`src/rtl/fb_pkg.sv`:
```
// Framebuffer geometry shared by the write scheduler and the scanout address math.
package fb_pkg;

    localparam int FB_AW     = 18;
    localparam int FB_STRIDE = 800;
    localparam int FB_ROWS   = 240;
    localparam int FB_WORDS  = FB_STRIDE * FB_ROWS;

    typedef logic [FB_AW-1:0] fb_addr_t;

endpackage

```
`src/rtl/fb_write_scheduler_if.sv`:
```
// Capture stream and framebuffer write port as seen by the write scheduler.
interface fb_write_scheduler_if #(
    parameter int AW = fb_pkg::FB_AW
) ();

    logic          cap_valid;
    logic          cap_ready;
    logic [AW-1:0] cap_addr;
    logic          cap_data;

    logic          fb_we;
    logic [AW-1:0] fb_waddr;
    logic          fb_wdata;

    modport master (
        output cap_valid, cap_addr, cap_data,
        input  cap_ready, fb_we, fb_waddr, fb_wdata
    );

    modport slave (
        input  cap_valid, cap_addr, cap_data,
        output cap_ready, fb_we, fb_waddr, fb_wdata
    );

endinterface

```
`src/rtl/fb_cap_fifo.sv`:
```
// Small synchronous FIFO buffering capture pixels; no fall-through, so a push into an
// empty FIFO is visible on rdata only from the following cycle.
module fb_cap_fifo #(
    parameter  int W     = 19,
    parameter  int DEPTH = 4,
    localparam int IW    = $clog2(DEPTH),
    localparam int LW    = IW + 1
) (
    input  logic          clk,
    input  logic          reset_n,
    input  logic          push,
    input  logic [W-1:0]  wdata,
    input  logic          pop,
    output logic [W-1:0]  rdata,
    output logic          full,
    output logic          empty,
    output logic [LW-1:0] level
);

    logic [W-1:0]  mem [DEPTH];
    logic [IW-1:0] wr_ptr;
    logic [IW-1:0] rd_ptr;
    logic          push_en;
    logic          pop_en;

    assign full    = (level == LW'(DEPTH));
    assign empty   = (level == '0);
    assign push_en = push && !full;
    assign pop_en  = pop && !empty;
    assign rdata   = mem[rd_ptr];

    // NOTE: the storage array has no reset; the pointers and level define which entries are valid.
    always_ff @(posedge clk) begin
        if (push_en) begin
            mem[wr_ptr] <= wdata;
        end
    end

    // NOTE: non-blocking assignments for all state so every flop samples pre-edge values.
    always_ff @(posedge clk or negedge reset_n) begin
        if (!reset_n) begin
            wr_ptr <= '0;
            rd_ptr <= '0;
            level  <= '0;
        end else begin
            if (push_en) begin
                wr_ptr <= wr_ptr + 1'b1;
            end
            if (pop_en) begin
                rd_ptr <= rd_ptr + 1'b1;
            end
            case ({push_en, pop_en})
                2'b10:   level <= level + 1'b1;
                2'b01:   level <= level - 1'b1;
                default: level <= level;
            endcase
        end
    end

endmodule

```
`src/rtl/fb_write_scheduler.sv`:
```
// Framebuffer write-port owner: arbitrates the buffered capture stream against the
// full-screen clear engine, with capture priority bounded by MAX_CAP_RUN.
module fb_write_scheduler #(
    parameter  int   AW          = fb_pkg::FB_AW,
    parameter  int   FB_WORDS    = fb_pkg::FB_WORDS,
    parameter  int   FIFO_DEPTH  = 4,
    parameter  int   MAX_CAP_RUN = 8,
    parameter  logic CLR_VALUE   = 1'b0,
    localparam int   LW          = $clog2(FIFO_DEPTH) + 1
) (
    input  logic                  clk,
    input  logic                  reset_n,
    fb_write_scheduler_if.slave   bus,
    input  logic                  clr_start,
    output logic                  clr_busy,
    output logic                  clr_done,
    output logic [LW-1:0]         cap_level
);

    localparam logic [1:0] ST_IDLE  = 2'd0;
    localparam logic [1:0] ST_CLEAR = 2'd1;
    localparam logic [1:0] ST_DONE  = 2'd2;

    localparam int            RW        = $clog2(MAX_CAP_RUN + 1);
    localparam logic [RW-1:0] RUN_LIMIT = RW'(MAX_CAP_RUN);
    localparam logic [AW-1:0] LAST_ADDR = AW'(FB_WORDS - 1);

    logic [1:0]    state;
    logic [AW-1:0] clr_ptr;
    logic [RW-1:0] run;
    logic          in_clear;
    logic          cap_sel;
    logic          clr_sel;
    logic          fifo_full;
    logic          fifo_empty;
    logic [AW:0]   fifo_rdata;

    fb_cap_fifo #(
        .W     (AW + 1),
        .DEPTH (FIFO_DEPTH)
    ) u_cap_fifo (
        .clk     (clk),
        .reset_n (reset_n),
        .push    (bus.cap_valid),
        .wdata   ({bus.cap_addr, bus.cap_data}),
        .pop     (cap_sel),
        .rdata   (fifo_rdata),
        .full    (fifo_full),
        .empty   (fifo_empty),
        .level   (cap_level)
    );

    assign in_clear      = (state == ST_CLEAR);
    assign clr_busy      = in_clear;
    assign clr_done      = (state == ST_DONE);
    assign bus.cap_ready = !fifo_full;

    // Capture wins unless it has already taken MAX_CAP_RUN slots in a row during a clear.
    assign cap_sel = !fifo_empty && (!in_clear || (run < RUN_LIMIT));
    assign clr_sel = !cap_sel && in_clear;

    always_ff @(posedge clk or negedge reset_n) begin
        if (!reset_n) begin
            state   <= ST_IDLE;
            clr_ptr <= '0;
            run     <= '0;
        end else begin
            case (state)
                ST_IDLE: begin
                    if (clr_start) begin
                        state <= ST_CLEAR;
                    end
                end
                ST_CLEAR: begin
                    if (clr_sel) begin
                        if (clr_ptr == LAST_ADDR) begin
                            state   <= ST_DONE;
                            clr_ptr <= '0;
                        end else begin
                            clr_ptr <= clr_ptr + 1'b1;
                        end
                    end
                end
                ST_DONE: state <= ST_IDLE;
                default: state <= ST_IDLE;
            endcase

            if (fifo_empty || !in_clear) begin
                run <= '0;
            end else if (cap_sel) begin
                if (run != RUN_LIMIT) begin
                    run <= run + 1'b1;
                end
            end else begin
                run <= '0;
            end
        end
    end

    always_ff @(posedge clk or negedge reset_n) begin
        if (!reset_n) begin
            bus.fb_we    <= 1'b0;
            bus.fb_waddr <= '0;
            bus.fb_wdata <= 1'b0;
        end else begin
            bus.fb_we <= cap_sel || clr_sel;
            if (cap_sel) begin
                bus.fb_waddr <= fifo_rdata[AW:1];
                bus.fb_wdata <= fifo_rdata[0];
            end else if (clr_sel) begin
                bus.fb_waddr <= clr_ptr;
                bus.fb_wdata <= CLR_VALUE;
            end
        end
    end

endmodule

```
`src/flat_wrapper.sv`:
```
// flat-port wrapper written by rule: the top's interface ports become plain ports
module fb_write_scheduler_flat 
#(
    parameter  int   AW          = fb_pkg::FB_AW,
    parameter  int   FB_WORDS    = fb_pkg::FB_WORDS,
    parameter  int   FIFO_DEPTH  = 4,
    parameter  int   MAX_CAP_RUN = 8,
    parameter  logic CLR_VALUE   = 1'b0,
    localparam int   LW          = $clog2(FIFO_DEPTH) + 1
)
  (clk, reset_n, clr_start, clr_busy, clr_done, cap_level, bus_cap_valid, bus_cap_addr, bus_cap_data, bus_cap_ready, bus_fb_we, bus_fb_waddr, bus_fb_wdata);
  fb_write_scheduler_if #(.AW(AW)) bus_i ();
  input  logic clk;
  input  logic reset_n;
  input  logic clr_start;
  output logic clr_busy;
  output logic clr_done;
  output logic [LW-1:0] cap_level;
  input wire logic [$bits(bus_i.cap_valid)-1:0] bus_cap_valid;
  input wire logic [$bits(bus_i.cap_addr)-1:0] bus_cap_addr;
  input wire logic [$bits(bus_i.cap_data)-1:0] bus_cap_data;
  output wire logic [$bits(bus_i.cap_ready)-1:0] bus_cap_ready;
  output wire logic [$bits(bus_i.fb_we)-1:0] bus_fb_we;
  output wire logic [$bits(bus_i.fb_waddr)-1:0] bus_fb_waddr;
  output wire logic [$bits(bus_i.fb_wdata)-1:0] bus_fb_wdata;
  assign bus_i.cap_valid = bus_cap_valid;
  assign bus_i.cap_addr = bus_cap_addr;
  assign bus_i.cap_data = bus_cap_data;
  assign bus_cap_ready = bus_i.cap_ready;
  assign bus_fb_we = bus_i.fb_we;
  assign bus_fb_waddr = bus_i.fb_waddr;
  assign bus_fb_wdata = bus_i.fb_wdata;
  fb_write_scheduler #(.AW(AW), .FB_WORDS(FB_WORDS), .FIFO_DEPTH(FIFO_DEPTH), .MAX_CAP_RUN(MAX_CAP_RUN), .CLR_VALUE(CLR_VALUE)) u_core (.clk(clk), .reset_n(reset_n), .bus(bus_i), .clr_start(clr_start), .clr_busy(clr_busy), .clr_done(clr_done), .cap_level(cap_level));
endmodule
```
`config.mk`:
```
export PLATFORM = sky130hd
export DESIGN_NAME = fb_write_scheduler_flat
export DESIGN_NICKNAME = d
export VERILOG_FILES = /design/src/rtl/fb_pkg.sv /design/src/rtl/fb_write_scheduler_if.sv /design/src/rtl/fb_cap_fifo.sv /design/src/rtl/fb_write_scheduler.sv /design/src/flat_wrapper.sv
export SDC_FILE = /design/constraint.sdc
export NUM_CORES = 1
export LEC_CHECK = 0
export CORE_ASPECT_RATIO = 0.7
export CORE_MARGIN = 4
export CORE_UTILIZATION = 40
export CTS_BUF_LIST = sky130_fd_sc_hd__clkbuf_8
export DETAILED_ROUTE_END_ITERATION = 7
export GPL_ROUTABILITY_DRIVEN = 0
export PLACE_DENSITY_LB_ADDON = 0.05
export SETUP_SLACK_MARGIN = 0.1
export SYNTH_ARGS = -nofsm -noshare
export SYNTH_HDL_FRONTEND = slang
export SYNTH_SLANG_ARGS = --single-unit
```
`constraint.sdc`:
```
create_clock -name clk -period 5.6 [get_ports clk]
set_input_delay 0.56 -clock clk [delete_from_list [all_inputs] [get_ports clk]]
set_output_delay 0.56 -clock clk [all_outputs]
set_load 0.01 [all_outputs]
```
Yosys cells after proc, flatten, opt, wreduce, memory -nomap -nowiden. Memory sizes are Yosys's and may differ from the RTL's. Index checks and enable logic that the tools add are counted.

Output and inout port bits: 26. Memory bits (writable): 76. Memories: 1. Input bits: 23. Flip-flop bits (word level): 51.

Reduce and logical (&&, ||, !) cells: 17. Order comparisons: 1. Equal/unequal tests: 11. Add/subtract/negate cells: 6. Multiplexer cells: 15.

Memory list: u_core.u_cap_fifo.mem (words 4, bits a word 19, rd ports 1, clocked after memory_dff 0, write ports 1, RTL line fb_cap_fifo.sv:20) `logic [W-1:0] mem [DEPTH];`.

Operator list (number): $mux W18 (3); $add A18 B1 Y18 const B (1); $eq A18 B18 Y1 const B (1); $mux W4 (3); $mux W2 (3); $ne A2 B2 Y1 const B (3); $pmux W3 S2 (1); $add A2 B1 Y2 const B (2); $add A4 B1 Y4 const B (1); $eq A2 B1 Y1 const B (2); $eq A2 B2 Y1 const B (2); $logic_and A1 B1 Y1 (4); $logic_not A1 Y1 (4); $lt A4 B4 Y1 const B (1); $mux W1 (4); $ne A4 B4 Y1 const B (1); $pmux W2 S2 (1); $reduce_bool A2 Y1 (2); $add A3 B1 Y3 const B (1); $eq A3 B3 Y1 const B (1); $logic_not A3 Y1 (1); $logic_or A1 B1 Y1 (3); $ne A3 B3 Y1 const B (1); $reduce_and A3 Y1 (1); other kinds (3) (3).

Depth between registers and ports, before layout. Gate-level depths: netlist of the first run.

Depth in word-level cells: 8. Gate-level depth with buffers: 11. Gate-level depth less buffers: 10.

By module. A second synthesis of the first run with hierarchy kept.

Cell total of the unflattened synthesis: 342. Area, all modules: 5261.3 um^2.

Modules (own cells, without submodules): fb_cap_fifo (cells each 137, instances 1, seq. area each 2457.4 um^2, area each 3184.3 um^2); fb_write_scheduler (cells each 205, instances 1, seq. area each 1101.1 um^2, area each 2077.0 um^2).

Worst setup path after synthesis of the first run. Ideal clock, no wire load.

Kind: reg2reg. From: register u_core.state[0]. To: register u_core.u_cap_fifo.level[2]. Data required time: 5521 ps. Arrival: 2212 ps. Stages on the path, launching flop included: 12. Library setup time: 79 ps. Path slack: 3309 ps. Period minus slack after synthesis: 2291 ps. Path buffers: 1. Path through: dfrtp_1 -> nand2b_1 -> clkinv_1 -> a21o_1 -> clkbuf_1 -> inv_1 -> ha_1 -> inv_1 -> fa_1 -> xor2_1 -> nor2_1 -> xor2_1.

Word-level cells in the longest chain between the ends: 7.

RTL lines: start: declaration (RTL line fb_write_scheduler.sv:28) `logic [1:0] state;`; start signal: assignment (RTL line fb_write_scheduler.sv:64) `state <= ST_IDLE;`; start signal: assignment (RTL line fb_write_scheduler.sv:71) `state <= ST_CLEAR;`; start signal: assignment (RTL line fb_write_scheduler.sv:77) `state <= ST_DONE;`; $eq A2 B1 Y1 (*) (RTL line fb_write_scheduler.sv:53) `assign in_clear = (state == ST_CLEAR);`; net clr_busy (RTL line flat_wrapper.sv:16) `output logic clr_busy;`; $logic_not A1 Y1 (*) (RTL line fb_write_scheduler.sv:59) `assign cap_sel = !fifo_empty && (!in_clear || (run < RUN_LIMIT));`; $logic_or A1 B1 Y1 (*) (RTL line fb_write_scheduler.sv:59); $logic_and A1 B1 Y1 (*) (RTL line fb_write_scheduler.sv:59); $logic_and A1 B1 Y1 (*) (RTL line fb_cap_fifo.sv:29) `assign pop_en = pop && !empty;`; net u_core.u_cap_fifo.pop_en (RTL line fb_cap_fifo.sv:24) `logic pop_en;`; $eq A2 B1 Y1 / $eq A2 B2 Y1 (equally long branches) (RTL line fb_cap_fifo.sv:52) `case ({push_en, pop_en})`; $pmux W3 S2 / $reduce_bool A2 Y1 (equally long branches); end signal: assignment (RTL line fb_cap_fifo.sv:53) `2'b10: level <= level + 1'b1;`; end signal: assignment (RTL line fb_cap_fifo.sv:54) `2'b01: level <= level - 1'b1;`; end signal: assignment (RTL line fb_cap_fifo.sv:55) `default: level <= level;`; end: declaration (RTL line fb_cap_fifo.sv:17) `output logic [LW-1:0] level`.

Mark *: on every way through the listed nets, which the timed path passes. The rest lies on a longest branch. A chain may end at the register's enable or synchronous reset.

Worst setup path in the final report of the first run.
From: register u_core.state[0]. To: register u_core.u_cap_fifo.level[2].

Word-level cells in the longest chain between the ends: 7.

RTL lines (RTL line): $eq A2 B1 Y1 (*) (fb_write_scheduler.sv:53); $logic_not A1 Y1 (*) (fb_write_scheduler.sv:59); $logic_or A1 B1 Y1 (*) (fb_write_scheduler.sv:59); $logic_and A1 B1 Y1 (*) (fb_write_scheduler.sv:59); $logic_and A1 B1 Y1 (*) (fb_cap_fifo.sv:29); net u_core.u_cap_fifo.pop_en (fb_cap_fifo.sv:24); $eq A2 B1 Y1 / $eq A2 B2 Y1 (equally long branches) (fb_cap_fifo.sv:52); $pmux W3 S2 / $reduce_bool A2 Y1 (equally long branches).

Marked as above.

==> results summary, run 1 <==
The area of the mapped netlist came out at 5182 um^2. The count of maximum capacitance violations came out at 0. The run finished with clean final reports. The total overflow left after global routing is 0.

TritonCTS built the clock tree. With fillers left out, the area of the finished cells amounts to 6181 um^2. The buffer depth of the longest clock path came out at 2. The die covers 14,870 um^2. The worst min-delay path class is in2async. Summed over all instances, the cell type with the most area after synthesis is edfxtp_1. The aggregate global-route resource usage is 15.43%. For this run, the leading register cell type out of synthesis is edfxtp_1. The fraction of registers with async set/reset came out at 40.16%. By startpoint and endpoint, the worst setup path is classified as reg2reg. The arrival time of the worst setup path came out at 2980 ps.

The number of antenna-violating nets in the routed design came out at 0. The first-pass iteration count of the detailed router is 4. The DRC violation count after routing is 0. For the final database, setup skew stands at 15.49 ps. Summing all placed instances gives a cell area of 5798 um^2. The cts-stage hold buffer count is 0. Cells with a size suffix above 1 make up 13.94% of the layout. The net switching component of the power is 0.001053 W. The worst stage delay on the critical path came out at 490 ps. The final hold violation count is 0. Of the post-synthesis cell area, the dominant cell type holds 44.04%. Dividing the detail-routed wire length by the instance count gives 18.56 um. The tree is rooted in a clkbuf_8. The clock reaches the later pin of the worst-skew pair after 430 ps. The number of flip-flops and latches in the synthesized netlist came out at 127.

The minimum clock period came out at 2635 ps. Setup repair after global routing left no endpoint under its margin. The cell internal power dissipation came out at 0.002139 W.

The number of placed I/O pins is 49. Of the total power, registers draw 44.0%. After synthesis, the netlist uses 48 different library cells. The half-perimeter wire length of the detailed placement result came out at 6917 um. The power density over the cells is 516.5 nW/um^2.

The total clock buffers created by CTS came out at 17. Leaving out fill and tap cells, the most frequent cell in the layout is edfxtp_1. The post-route worst hold slack came out at 255.8 ps. The total core area came out at 12,550 um^2. The post-synthesis net count came out at 375.

The wire length of the first global-routing pass came out at 16,930 um. The standby leakage power came out at 2.316 nW. The aggregate negative setup slack is 0 ps. The final design utilization came out at 49.25%. The number of antenna violations at the first check in global routing is 0.

From synthesis to final layout, the design area changed by 19.27%. The transition time at the pin with the least slew margin came out at 1022 ps. The effective utilization at floorplan came out at 41.30%.

The number of pins with negative max-slew slack in the final report is 0. The cell count after synthesis is 343. The number of sinks on the clock net came out at 127.

The sequential element share of the synthesized area is 68.66%. The number of flops mapped to enable cells by yosys came out at 76. The signal on the critical path passes through nand2b_1, clkinv_1, a21o_1, inv_1, ha_1, inv_1, fa_1, xor2_1, nor2_1, xor2_1.

The setup fix buffers added after clock tree synthesis came out at 0. The data required time at the worst endpoint came out at 5950 ps. The maximum operating frequency is 379.5 MHz.

Along the worst path, the maximum fanout reaches 20. The slowest stage cell on the critical path is a21o_1. Per report_power, the clock group accounts for 23.9% of the total. The post-cts gate resize count is 0. The width of the die is 144.0 um.

The final cell count without fillers came out at 571. After detailed routing, the number of vias per cell comes to 5.238. The worst vdd rail ir drop came out at 183.3 uV. Yosys printed 0 warnings.

Input and output buffers added on the ports amount to 48. The cell count after placement is 539. In the post-synthesis netlist, the biggest area contributors are edfxtp_1 (44%), dfrtp_1 (25%), mux4_2 (8.3%), nor2_1 (3.1%), o22ai_1 (2.2%). The switching portion of total power came out at 32.99%. Leaving out fill and tap cells, the most frequent cells in the layout are edfxtp_1 (76), dfrtp_1 (51), clkdlybuf4s50_1 (47). The number of setup violations in the final report came out at 0.

The floorplan row count is 34. STA classifies the critical path startpoint as a register. Grouping stages by cell kind, the critical path spends the most delay in adder cells. The buffers plus inverters on the worst setup path came out at 3. The routed layout has 2,991 vias.

The net count of the finished layout is 428. The post-CTS clock slew at the launch and capture registers of the worst setup and hold paths is 80 ps. The post-detailed-routing wire length came out at 10,600 um. The average cell area after synthesis came out at 15.11 um^2. The detailed router finished its first iteration with 180 violations. Combinational cells account for 32.1% of the total power. STA classifies the critical path endpoint as a register. The H-tree depth reported by CTS came out at 4. The final clock period utilization by the worst path came out at 47.05%. The worst pin sits at a relative slew slack of 31.83%. The height of the die is 103.2 um. The number of diodes is 0. The via count of the first global-routing pass came out at 3,045. The largest net degree at the start of global routing came out at 52.
sequential cells by signal, indices dropped and copies added (netlist names):
register                  cells
u_core.bus.fb_waddr          18
u_core.bus.fb_wdata           1
u_core.bus.fb_we              1
u_core.clr_ptr               18
u_core.run                    4
u_core.state                  2
u_core.u_cap_fifo.level       3
u_core.u_cap_fifo.mem        76
u_core.u_cap_fifo.rd_ptr      2
u_core.u_cap_fifo.wr_ptr      2
stage by stage:
stage          power, W  worst slack (ps)
6_report       0.003192              2965
5_1_grt        0.003382              2770
4_1_cts        0.003244              2966
3_5_place_dp   0.002469              2973
3_3_place_gp   0.002459              3059
2_1_floorplan  0.002035              3309
cell usage after synthesis (6+ instances only):
library cell  instances
edfxtp_1             76
nand3_1               9
mux4_2               19
nor2_1               43
nand2_1              11
ha_1                  8
xnor2_1               8
clkbuf_1              9
a21oi_1               6
and3_1                8
dfrtp_1              51
inv_1                 9
o22ai_1              18
o21ai_0               8
kinds of logic (layout without fill, tap and decap cells):
group	after synthesis	count (layout)	share of synthesized area [%]
flops	127	127	68.66
simple gates	96	96	9.392
compound gates	51	51	6.543
buf+inv	26	92	2.221
mux	21	21	8.667
xor+xnor	13	13	2.197
fa+ha+maj	9	9	2.318
worst reg2reg max path, stage by stage, from the launching register on:
cell	delay [ps]
dfrtp_1	400
nand2b_1	180
clkinv_1	250
a21o_1	490
inv_1	210
ha_1	200
inv_1	60
fa_1	370
xor2_1	150
nor2_1	110
xor2_1	160
routing by layer:
metal / routed length (um) / share of wire (%) / GRT usage, % / vias to the layer above
li1: - / - / - / 1411
met1: 5298 / 50 / 22.81 / 1526
met2: 4807 / 45 / 22.80 / 44
met3: 394 / 3.7 / 3.033 / 10
met4: 97 / 0.92 / 5.861 / 0
met5: 0 / 0 / 0 / -
power by group through the flow:
stage          clock network (W)  logic [W]  registers (W)
6_report                0.000764    0.00102        0.00140
5_1_grt                 0.000827    0.00112        0.00143
4_1_cts                 0.000787    0.00105        0.00141
3_5_place_dp                   0    0.00104        0.00143
3_3_place_gp                   0    0.00104        0.00142
2_1_floorplan                  0   0.000626        0.00141
cell type report:
class | instances | area, um^2
clock buffers | 17 | 234.0
fillers | 1112 | 6369
well taps | 162 | 202.7
flip-flops and latches | 127 | 3558
inverters | 10 | 37.54
clock inverters | 15 | 148.9
repair buffers | 50 | 490.5
multi-input cells | 190 | 1509
final timing paths:
kind / startpoint / end / slack, ps / depth (start not counted)
hold reg to reg: u_core.state[1]$_DFFE_PN0P_ / u_core.state[0]$_DFFE_PN0P_ / 440 / 1
max in group asynchronous: reset_n / u_core.clr_ptr[4]$_DFFE_PN0P_ / 4900 / 2
setup reg to reg: u_core.state[0]$_DFFE_PN0P_ / u_core.u_cap_fifo.level[2]$_DFFE_PN0P_ / 2970 / 10
hold / removal: reset_n / u_core.u_cap_fifo.wr_ptr[1]$_DFFE_PN0P_ / 260 / 2
min in group clk: u_core.state[1]$_DFFE_PN0P_ / u_core.state[0]$_DFFE_PN0P_ / 440 / 1
setup / recovery: u_core.state[0]$_DFFE_PN0P_ / u_core.u_cap_fifo.level[2]$_DFFE_PN0P_ / 2970 / 10
Power figures use the tool's default switching activity.
==> inputs of run 2 (changes only) <==
==> constraint.sdc (replaced) <==
create_clock -name clk -period 2.6 [get_ports clk]
set_input_delay 0.26 -clock clk [delete_from_list [all_inputs] [get_ports clk]]
set_output_delay 0.26 -clock clk [all_outputs]
set_load 0.01 [all_outputs]
==> run 2 against run 1 <==
Die area unchanged. Register-to-register slack worse by 2700 ps. Sequential cell count is the same. Fmax up 15%. Worst setup slack got worse by 2700 ps. Critical path depth is the same. Global-route usage grew 0.053 points. Design area is 1.8% higher. Cell count up 1.4%. Via count increased by 1.3%. Power up 120%. Critical path type unchanged. Count of clock-buffer cells in the layout stayed put.
==> results summary, run 2 (synthesis gave the netlist of run 1 again) <==
The buffers plus inverters on the worst setup path is 3 (unchanged). The number of setup violations in the final report came to 0 (unchanged). The sequential share of power came to 41.7% (-2.3 points). The number of antenna-violating nets in the routed design was 0 (unchanged). The flow ran to the end, and the final reports show no timing, DRC or antenna violations. The multi-input gate area in the final layout is 1509 um^2 (unchanged). The total core area is 12,550 um^2 (unchanged). The post-placement cell area came out at 5863 um^2 (+1.1%). Setup repair after global routing left no endpoint under its margin. The most flop-heavy register is u_core.u_cap_fifo.mem. The library cell used most frequently in the layout, excluding fill and tap cells, is edfxtp_1. The via count of the first global-routing pass was 3,021 (-0.79%).

The number of buffers added on ports was 48 (unchanged). The clock skew after layout is 11.94 ps (-3.543 ps). The category of the worst setup path capture point is a register. The count of maximum capacitance violations came to 0 (unchanged).

The wire length of the first global-routing pass came out at 16,770 um (-0.93%). The H-tree depth reported by CTS is 4 (unchanged). The worst setup path is of the reg2reg kind. TritonCTS built the clock tree. The power density over the cells came out at 1122 nW/um^2 (+120%).

The minimum clock period is 2289 ps (-346.0 ps). The fraction of layout instances using a drive strength above 1 was 16.07% (+2.1 points). The area enclosed by the die boundary was 14,870 um^2 (unchanged).

The portion of total power attributed to combinational logic is 32.8% (+0.7 points). The post-route cell area came out at 6291 um^2 (+1.8%). The net switching component of the power came out at 0.002370 W (+130%).

The starting DRC count in detailed routing came out at 196 (+8.9%). The total via count after detailed routing came out at 3,029 (+1.3%). The post-CTS clock slew at the launch and capture registers of the worst setup and hold paths was 80 ps (about the same).

The number of diodes came out at 0 (unchanged). The first-pass iteration count of the detailed router is 4 (unchanged). Leaving out fill and tap cells, the most frequent cells in the layout are edfxtp_1 (76), dfrtp_1 (51), clkdlybuf4s50_1 (47). The length of routed met3 wiring came out at 450 um (+14%). The final hold violation count came to 0 (unchanged). The number of cells on the critical path is 10 (unchanged). The aggregate global-route resource usage is 15.48% (+0.053 points). The final worst slack came out at 311.2 ps (-2654 ps).

The total met2 wirelength after detailed routing was 4996 um (+3.9%). The cell family contributing the most delay on the critical path is adder cells. The DRC violation count after routing came out at 0 (unchanged).

The critical path goes through nand2b_1, clkinv_1, a21o_1, inv_1, ha_1, inv_1, fa_1, xor2_1, nor2_1, xor2_1. The final clock period utilization by the worst path is 88.03% (+41 points). The half-perimeter wire length of the detailed placement result was 6949 um (+0.45%).

The post-detailed-routing wire length came to 10,660 um (+0.61%). The worst vdd rail ir drop is 472.0 uV (+160%). The slowest stage of the critical path belongs to the cell dfrtp_1.

The clock share of power is 25.5% (+1.6 points). The length in cells of the worst reg-to-reg path was 10 (unchanged). The routed length on met1 is 5147 um (-2.9%). The total clock buffers created by CTS came to 17 (unchanged). The aggregate negative setup slack is 0 ps (unchanged). The buffer depth of the longest clock path is 2 (unchanged). The effective utilization at floorplan is 41.30% (unchanged). The data required time at the worst endpoint is 2970 ps (-2980 ps). The cell at the root of the clock tree is clkbuf_8.

The standby leakage power came out at 2.372 nW (+2.4%). The worst stage delay on the critical path was 410 ps (-80 ps). The via density per instance is 5.231 (-0.13%). The type of origin of the critical path is a register. The cell internal power dissipation was 0.004691 W (+120%).

The number of nets in the layout is 436 (+1.9%). The residual overflow from global routing is 0 (unchanged). The transition time at the pin with the least slew margin was 1039 ps (+16.25 ps). The switching portion of total power came out at 33.57% (+0.58 points). The number of pins with negative max-slew slack in the final report came to 0 (unchanged).

The register-to-register setup slack came out at 310 ps (-2650 ps). The width of the die is 144.0 um (unchanged). The number of sinks on the clock net was 127 (unchanged). The post-route worst hold slack came out at 345.9 ps (+90.11 ps). The pre-CTS setup slack is 313.6 ps (-2659 ps). The maximum operating frequency is 436.9 MHz (+15%). From synthesis to final layout, the design area changed by 21.39%. The worst slew slack as a fraction of its limit is 30.75% (-1.1 points). The average wire length per cell after detail routing was 18.41 um (-0.78%). The largest registers in the layout are u_core.u_cap_fifo.mem: 76 flops, u_core.bus.fb_waddr: 18 flops, u_core.clr_ptr: 18 flops. The number of fillers in the final layout came to 1,087 (-2.2%).

The worst hold path belongs to the class in2async. The number of placed I/O pins is 49 (unchanged). The post-cts gate resize count came out at 0 (unchanged).

The highest metal layer with signal wires is met4. The area used by sequential logic in the layout is 3558 um^2 (unchanged). The floorplan row count came out at 34 (unchanged). The number of antenna violations at the first check in global routing came to 0 (unchanged). The largest net degree at the start of global routing is 52 (unchanged). The number of flip-flops under the largest register name came out at 76 (unchanged).

The arrival time of the worst setup path is 2660 ps (-320 ps). The latest clock arrival within the worst-skew pair came out at 440 ps (about the same). The largest fanout on the critical path is 8 (-60%). The height of the die came to 103.2 um (unchanged).
## run 2: cell count changes in the layout (fill, tap and decap cells not counted)
cell	previous run	this run
clkinv_1	2	1
inv_6	2	6
clkinv_4	4	0
inv_8	0	5
inv_1	11	9
buf_4	2	8
buf_12	0	1
dlygate4sd3_1	0	1
clkinv_2	2	0
## run 2: final timing paths
| kind | startpoint | to |
|---|---|---|
| setup reg to reg | u_core.state[0]$_DFFE_PN0P_ | u_core.u_cap_fifo.level[2]$_DFFE_PN0P_ |
| hold / removal | reset_n | u_core.run[2]$_DFFE_PN0P_ |
| setup / recovery | u_core.state[0]$_DFFE_PN0P_ | u_core.u_cap_fifo.level[2]$_DFFE_PN0P_ |
| hold reg to reg | u_core.state[1]$_DFFE_PN0P_ | u_core.state[0]$_DFFE_PN0P_ |
| min in group clk | clr_start | u_core.state[0]$_DFFE_PN0P_ |
| max in group asynchronous | reset_n | u_core.clr_ptr[5]$_DFFE_PN0P_ |
## run 2: cell type report
class,count,area share (%)
Timing Repair Buffer,58,8.990
Multi-Input combinational cell,190,23.99
Clock inverter,15,2.924
Clock buffer,17,3.719
Inverter,10,0.5967
Tap cell,162,3.222
Sequential cell,127,56.56
## run 2: per-stage QoR
stage / cells / util, % / power (W)
finish: 579 / 50.13 / 0.007062
global route: 579 / 50.13 / 0.007493
global placement: 546 / 46.72 / 0.005332
CTS: 579 / 50.13 / 0.007181
detailed placement: 546 / 46.72 / 0.005364
floorplan: 343 / - / 0.004384
## run 2: worst reg2reg max path: cells and delay by family (launching register included)
kind	cells	cell delay, ps
and+or+nand+nor	2	260
AOI/OAI and AO/OA	1	250
DFF	1	410
adders and majority gates	2	570
xor gates and xnor gates	2	300
buffers and inverters	3	420
## run 2: power by group through the flow
stage	registers (W)	logic, W	clock network (W)
finish	0.00295	0.00231	0.00180
global route	0.00301	0.00254	0.00195
CTS	0.00296	0.00237	0.00185
detailed placement	0.00300	0.00237	0
global placement	0.00298	0.00235	0
floorplan	0.00304	0.00135	0
## run 2: what timing repair did
item	in CTS	in global routing
hold buffers	1	0
setup buffers	0	0
endpoints found under the setup margin	0	0
hold endpoints to repair	51	0
## run 2: metal layers
metal	GRT usage, %	vias to the layer above
li1	-	1427
met1	22.58	1540
met2	22.48	54
met3	4.458	8
met4	5.137	0
met5	0	-
==> RTL change 1, RTL diff (flow settings as in run 2) <==
Make the reset (`reset_n`) synchronous in 3 clocked blocks.
--- a/src/rtl/fb_cap_fifo.sv
+++ b/src/rtl/fb_cap_fifo.sv
@@ -37,7 +37,7 @@
     end
 
     // NOTE: non-blocking assignments for all state so every flop samples pre-edge values.
-    always_ff @(posedge clk or negedge reset_n) begin
+    always_ff @(posedge clk) begin
         if (!reset_n) begin
             wr_ptr <= '0;
             rd_ptr <= '0;
--- a/src/rtl/fb_write_scheduler.sv
+++ b/src/rtl/fb_write_scheduler.sv
@@ -59,7 +59,7 @@
     assign cap_sel = !fifo_empty && (!in_clear || (run < RUN_LIMIT));
     assign clr_sel = !cap_sel && in_clear;
 
-    always_ff @(posedge clk or negedge reset_n) begin
+    always_ff @(posedge clk) begin
         if (!reset_n) begin
             state   <= ST_IDLE;
             clr_ptr <= '0;
@@ -97,7 +97,7 @@
         end
     end
 
-    always_ff @(posedge clk or negedge reset_n) begin
+    always_ff @(posedge clk) begin
         if (!reset_n) begin
             bus.fb_we    <= 1'b0;
             bus.fb_waddr <= '0;
Check against the original RTL: differs if reset_n is asserted again (counterexample within 4 cycles, from zero or initial values and one cycle with reset_n low); with reset_n held inactive, the same outputs for 10 cycles.
==> RTL change 1 against run 2 <==
- final area increased by 0.78%
- clock power is 13% lower
- routed wire length grew 11%
- power fell by 18%
- critical path depth fell by 1
- global-route usage up 0.69 points
- synthesized area grew 2.5%
- first-iteration DRC count rose by 11%
- die area grew 2.3%
- sequential cell count is 2 higher
- critical path type unchanged
- worst setup slack worse by 0.089 ns
==> RTL change 1: results <==
[run_status]
run_status = "completed"

[place]
placement.io_buffers = 48
pre_cts_slack_ns = 0.08525
dpl.hpwl_um = 7917

[synthesis]
post_synth_net_total = 429
postSynth.topFlopCell = "sky130_fd_sc_hd__edfxtp_1"
synth-edff-count = 76
synth_cell_types = 58
netlist_top_cells_area = "sky130_fd_sc_hd__edfxtp_1 (43%), sky130_fd_sc_hd__dfxtp_1 (20%), sky130_fd_sc_hd__mux4_2 (8.1%)"
synth.top_cells.by_count = "sky130_fd_sc_hd__edfxtp_1 (76), sky130_fd_sc_hd__dfxtp_1 (53), sky130_fd_sc_hd__nand2_1 (32)"
seq_area_frac_synth_pct = 62.93
yosysWarnings = 0
synth_async_reset_ratio_pct = 0

[clock_tree]
path_clk_slew_ns = 0.07
cts_htree_levels = 4
worst_skew_pair.late_latency_ns = 0.42
clock_tree.buffer_depth = 2
tritoncts.num_buffers = 17
cts-root-buf = "sky130_fd_sc_hd__clkbuf_8"

[layout]
biggestRegsByFlops = "u_core.u_cap_fifo.mem (76), u_core.bus.fb_waddr (18), u_core.clr_ptr (18)"
fillerInstances = 1097
insertedDiodeCount = 0
post_route_cells_drive_above_1_share_pct = 16.70
design.final.nets = 486

[timing]
slew_headroom_pct = 28.22
final.setup_skew_ns = 0.01048

[worst_setup_path]
cp_data_arrival_time_ns = 2.71
critical_path_peak_fanout = 5

[global_route]
grt_pass1_wl_um = 19060
grt_usage_pct = 16.17
maximum_number_of_pins_on_one_net_before_global_route_repair = 39
grt_antenna_before_repair = 0
grt_remaining_overflow = 0
vias_in_the_first_global_route = 3556

[detailed_routing]
dr.first_iter.drc_count = 218
post_drt_via_cell_ratio = 5.450
routed_wl_um = 11830
dr.pass1.iters = 4

[power_and_ir_drop]
leakagePower_nw = 2.074
worst_ir_drop_vdd_v = 0.0005381

[hold_path]
worstHoldPathType = "reg2reg"
[RTL change 1: worst paths after layout]
check,startpoint,endpoint,slack [ns],cells past startpoint
worst max-delay path,u_core.u_cap_fifo.level[2]$_SDFFE_PN0P_,u_core.u_cap_fifo.level[2]$_SDFFE_PN0P_,0.22,9
worst min-delay path,u_core.bus.fb_waddr[16]$_SDFFE_PN0P_,u_core.bus.fb_waddr[16]$_SDFFE_PN0P_,0.45,2
worst max register to register,u_core.u_cap_fifo.level[2]$_SDFFE_PN0P_,u_core.u_cap_fifo.level[2]$_SDFFE_PN0P_,0.22,9
worst min register to register,u_core.bus.fb_waddr[16]$_SDFFE_PN0P_,u_core.bus.fb_waddr[16]$_SDFFE_PN0P_,0.45,2
[RTL change 1: layout make-up]
cell class	count	area, um2	share of cell area, %
Clock buffer	17	234.0	3.691
Inverter	11	41.29	0.6513
Multi-Input combinational cell	233	1799	28.38
Sequential cell	129	3349	52.83
Clock inverter	15	127.6	2.013
Timing Repair Buffer	62	585.6	9.236
Tap cell	162	202.7	3.197
[RTL change 1: cells by family after synthesis]
kind of cell    after synthesis  share of synthesized area, %
compound gates               90                         11.21
xor+xnor                      7                         1.154
fa+ha+maj                     9                         2.261
buf+inv                      35                         3.415
flops                       129                         62.93
mux                          20                         8.267
simple gates                107                         10.76
[RTL change 1: worst max-delay path: stages, from the launching register on]
cell	delay (ns)
sky130_fd_sc_hd__dfxtp_4	0.38
sky130_fd_sc_hd__or3b_4	0.41
sky130_fd_sc_hd__and2_4	0.18
sky130_fd_sc_hd__inv_1	0.08
sky130_fd_sc_hd__ha_2	0.19
sky130_fd_sc_hd__inv_1	0.06
sky130_fd_sc_hd__fa_1	0.38
sky130_fd_sc_hd__xor2_1	0.16
sky130_fd_sc_hd__or3_1	0.30
sky130_fd_sc_hd__a21oi_1	0.15
[RTL change 1: per-layer routing]
metal	routed length (um)	vias up	global-route usage, %
met5	0	-	0
met4	34	0	4.743
met3	763	2	4.225
met2	5396	92	24.41
met1	5637	1692	23.03
li1	-	1642	-
[RTL change 1: repair_timing]
item	CTS	global route
resized for setup	1	6
hold buffers	0	0
cloned	0	0
setup buffers	0	1
endpoints found under the setup margin	1	1
pin swaps	0	0
[RTL change 1: power breakdown]
part / internal (mW) / switching, mW / leakage, nW
clock: 0.824 / 0.747 / 0.181
combinational: 0.758 / 0.770 / 0.762
sequential: 2.48 / 0.188 / 1.13
total: 4.06 / 1.71 / 2.07
[RTL change 1: metrics by stage]
stage               area, um2  instances
global route             6340        629
floorplan                5313        397
finish                   6340        629
global placement         5957        596
detailed placement       5957        596
CTS                      6320        628
==> RTL change 2, RTL diff (settings of run 2) <==
Made on the original files. `MAX_CAP_RUN` is set to 8 in 2 places; all go to 16.
--- a/src/rtl/fb_write_scheduler.sv
+++ b/src/rtl/fb_write_scheduler.sv
@@ -4,7 +4,7 @@
     parameter  int   AW          = fb_pkg::FB_AW,
     parameter  int   FB_WORDS    = fb_pkg::FB_WORDS,
     parameter  int   FIFO_DEPTH  = 4,
-    parameter  int   MAX_CAP_RUN = 8,
+    parameter  int   MAX_CAP_RUN = 16,
     parameter  logic CLR_VALUE   = 1'b0,
     localparam int   LW          = $clog2(FIFO_DEPTH) + 1
 ) (
--- a/src/flat_wrapper.sv
+++ b/src/flat_wrapper.sv
@@ -4,7 +4,7 @@
     parameter  int   AW          = fb_pkg::FB_AW,
     parameter  int   FB_WORDS    = fb_pkg::FB_WORDS,
     parameter  int   FIFO_DEPTH  = 4,
-    parameter  int   MAX_CAP_RUN = 8,
+    parameter  int   MAX_CAP_RUN = 16,
     parameter  logic CLR_VALUE   = 1'b0,
     localparam int   LW          = $clog2(FIFO_DEPTH) + 1
 )
Behaviour: same outputs for any inputs over 10 cycles, from zero or initial values and one cycle with reset_n low; that may be too few to reach the edited logic, so the function may still have changed.
==> RTL change 2 against run 2 <==
- final area grew 1.7%
- count of clock-buffer cells in the layout is the same
- synthesized area grew 0.87%
- power grew 0.77%
- core utilization grew 0.66 points
- sequential cell count grew 1
- sequential share of layout area shrank 0.53 points
- worst setup slack gained 0.17 ns
- highest routed layer unchanged
- routed wire length grew 3.0%
- critical path type unchanged
==> RTL change 2: results <==
[run_status]
run_status = "completed"

[layout]
post_route_cells_drive_above_1_share_pct = 16.51
design.final.nets = 455

[global_route]
vias_in_the_first_global_route = 3186
met3_usage_pct = 4.698
grt_use_met1_pct = 22.83
grt_usage_pct = 15.72
grt_pass1_wl_um = 17720
global_route.usage.met2_pct = 23.10

[synthesis]
synth_cell_types = 46
netlist_top_cells_area = "sky130_fd_sc_hd__edfxtp_1 (44%), sky130_fd_sc_hd__dfrtp_1 (25%), sky130_fd_sc_hd__mux4_2 (8.2%)"
synthXorXnorAreaFrac_pct = 2.513
netlist_instances = 352
synth-compound-area-share_pct = 6.032
synth_top_area_share_pct = 43.66
post_synth_mux_area_share_pct = 8.401
synth.top_cells.by_count = "sky130_fd_sc_hd__edfxtp_1 (76), sky130_fd_sc_hd__dfrtp_1 (52), sky130_fd_sc_hd__nor2_1 (46)"
post_synth_net_total = 384
seq_area_frac_synth_pct = 68.55
yosys.area_share.adder_pct = 2.298

[power_and_ir_drop]
switching_power_mw = 2.310
leakagePower_nw = 2.425
seqPwrFrac_pct = 42.2
worst_ir_drop_vdd_v = 0.0005833
netSwitchingFraction_pct = 32.46
power.combinational.fraction_pct = 32.8

[detailed_routing]
dr.first_iter.drc_count = 121
routed-wl-met3_um = 463
wire_length_per_cell_um = 18.36
routed_wl_um = 10980
total_routed_wire_length_on_the_met1_layer_um = 5341
met2WireLength_um = 5073
detailroute.via_count = 3135

[timing]
post-route-min-period_ns = 2.116
hold_slack_ns = 0.3278
slew_headroom_pct = 63.28
final.setup_skew_ns = 0.01210

[place]
pre_cts_slack_ns = 0.4871
dpl-instance-area_um2 = 5967
dpl.hpwl_um = 7197
numPlacedInstances = 565

[worst_setup_path]
r2r-start = "u_core.u_cap_fifo.level[0]$_DFFE_PN0P_"
setup.reg_to_reg.worst_slack_ns = 0.48
cp_data_arrival_time_ns = 2.47
critical_path_peak_fanout = 6
reg_to_reg_critical_path_endpoint = "u_core.u_cap_fifo.level[2]$_DFFE_PN0P_"
crit_path_max_incr_delay_ns = 0.44
RTL change 2: cell count changes in the layout (fill, tap and decap cells not counted), moves of 4 or more:
| cell | before | now |
|---|---|---|
| sky130_fd_sc_hd__buf_4 | 8 | 14 |
| sky130_fd_sc_hd__nand2b_1 | 2 | 6 |
| sky130_fd_sc_hd__inv_8 | 5 | 0 |
| sky130_fd_sc_hd__inv_1 | 9 | 14 |
| sky130_fd_sc_hd__or3_1 | 1 | 5 |
| sky130_fd_sc_hd__clkinv_4 | 0 | 4 |
| sky130_fd_sc_hd__nand2_1 | 11 | 15 |
RTL change 2: area by class of cell:
class                   instances  area (um2)
clock buffers                  17       234.0
clock inverters                15       183.9
fillers                      1077        6197
inverters                      13       48.80
multi-input cells             200        1551
flip-flops and latches        128        3583
well taps                     162       202.7
repair buffers                 63       590.6
RTL change 2: how the worst max path moves through the flow:
stage	cells past startpoint	start	end
global route	5	u_core.u_cap_fifo.level[1]$_DFFE_PN0P_	u_core.clr_ptr[9]$_DFFE_PN0P_
floorplan	10	u_core.u_cap_fifo.level[1]$_DFFE_PN0P_	u_core.u_cap_fifo.level[2]$_DFFE_PN0P_
detailed placement	10	u_core.u_cap_fifo.level[0]$_DFFE_PN0P_	u_core.u_cap_fifo.level[2]$_DFFE_PN0P_
finish	10	u_core.u_cap_fifo.level[0]$_DFFE_PN0P_	u_core.u_cap_fifo.level[2]$_DFFE_PN0P_
global placement	10	u_core.u_cap_fifo.level[0]$_DFFE_PN0P_	u_core.u_cap_fifo.level[2]$_DFFE_PN0P_
CTS	10	u_core.u_cap_fifo.level[0]$_DFFE_PN0P_	u_core.u_cap_fifo.level[2]$_DFFE_PN0P_
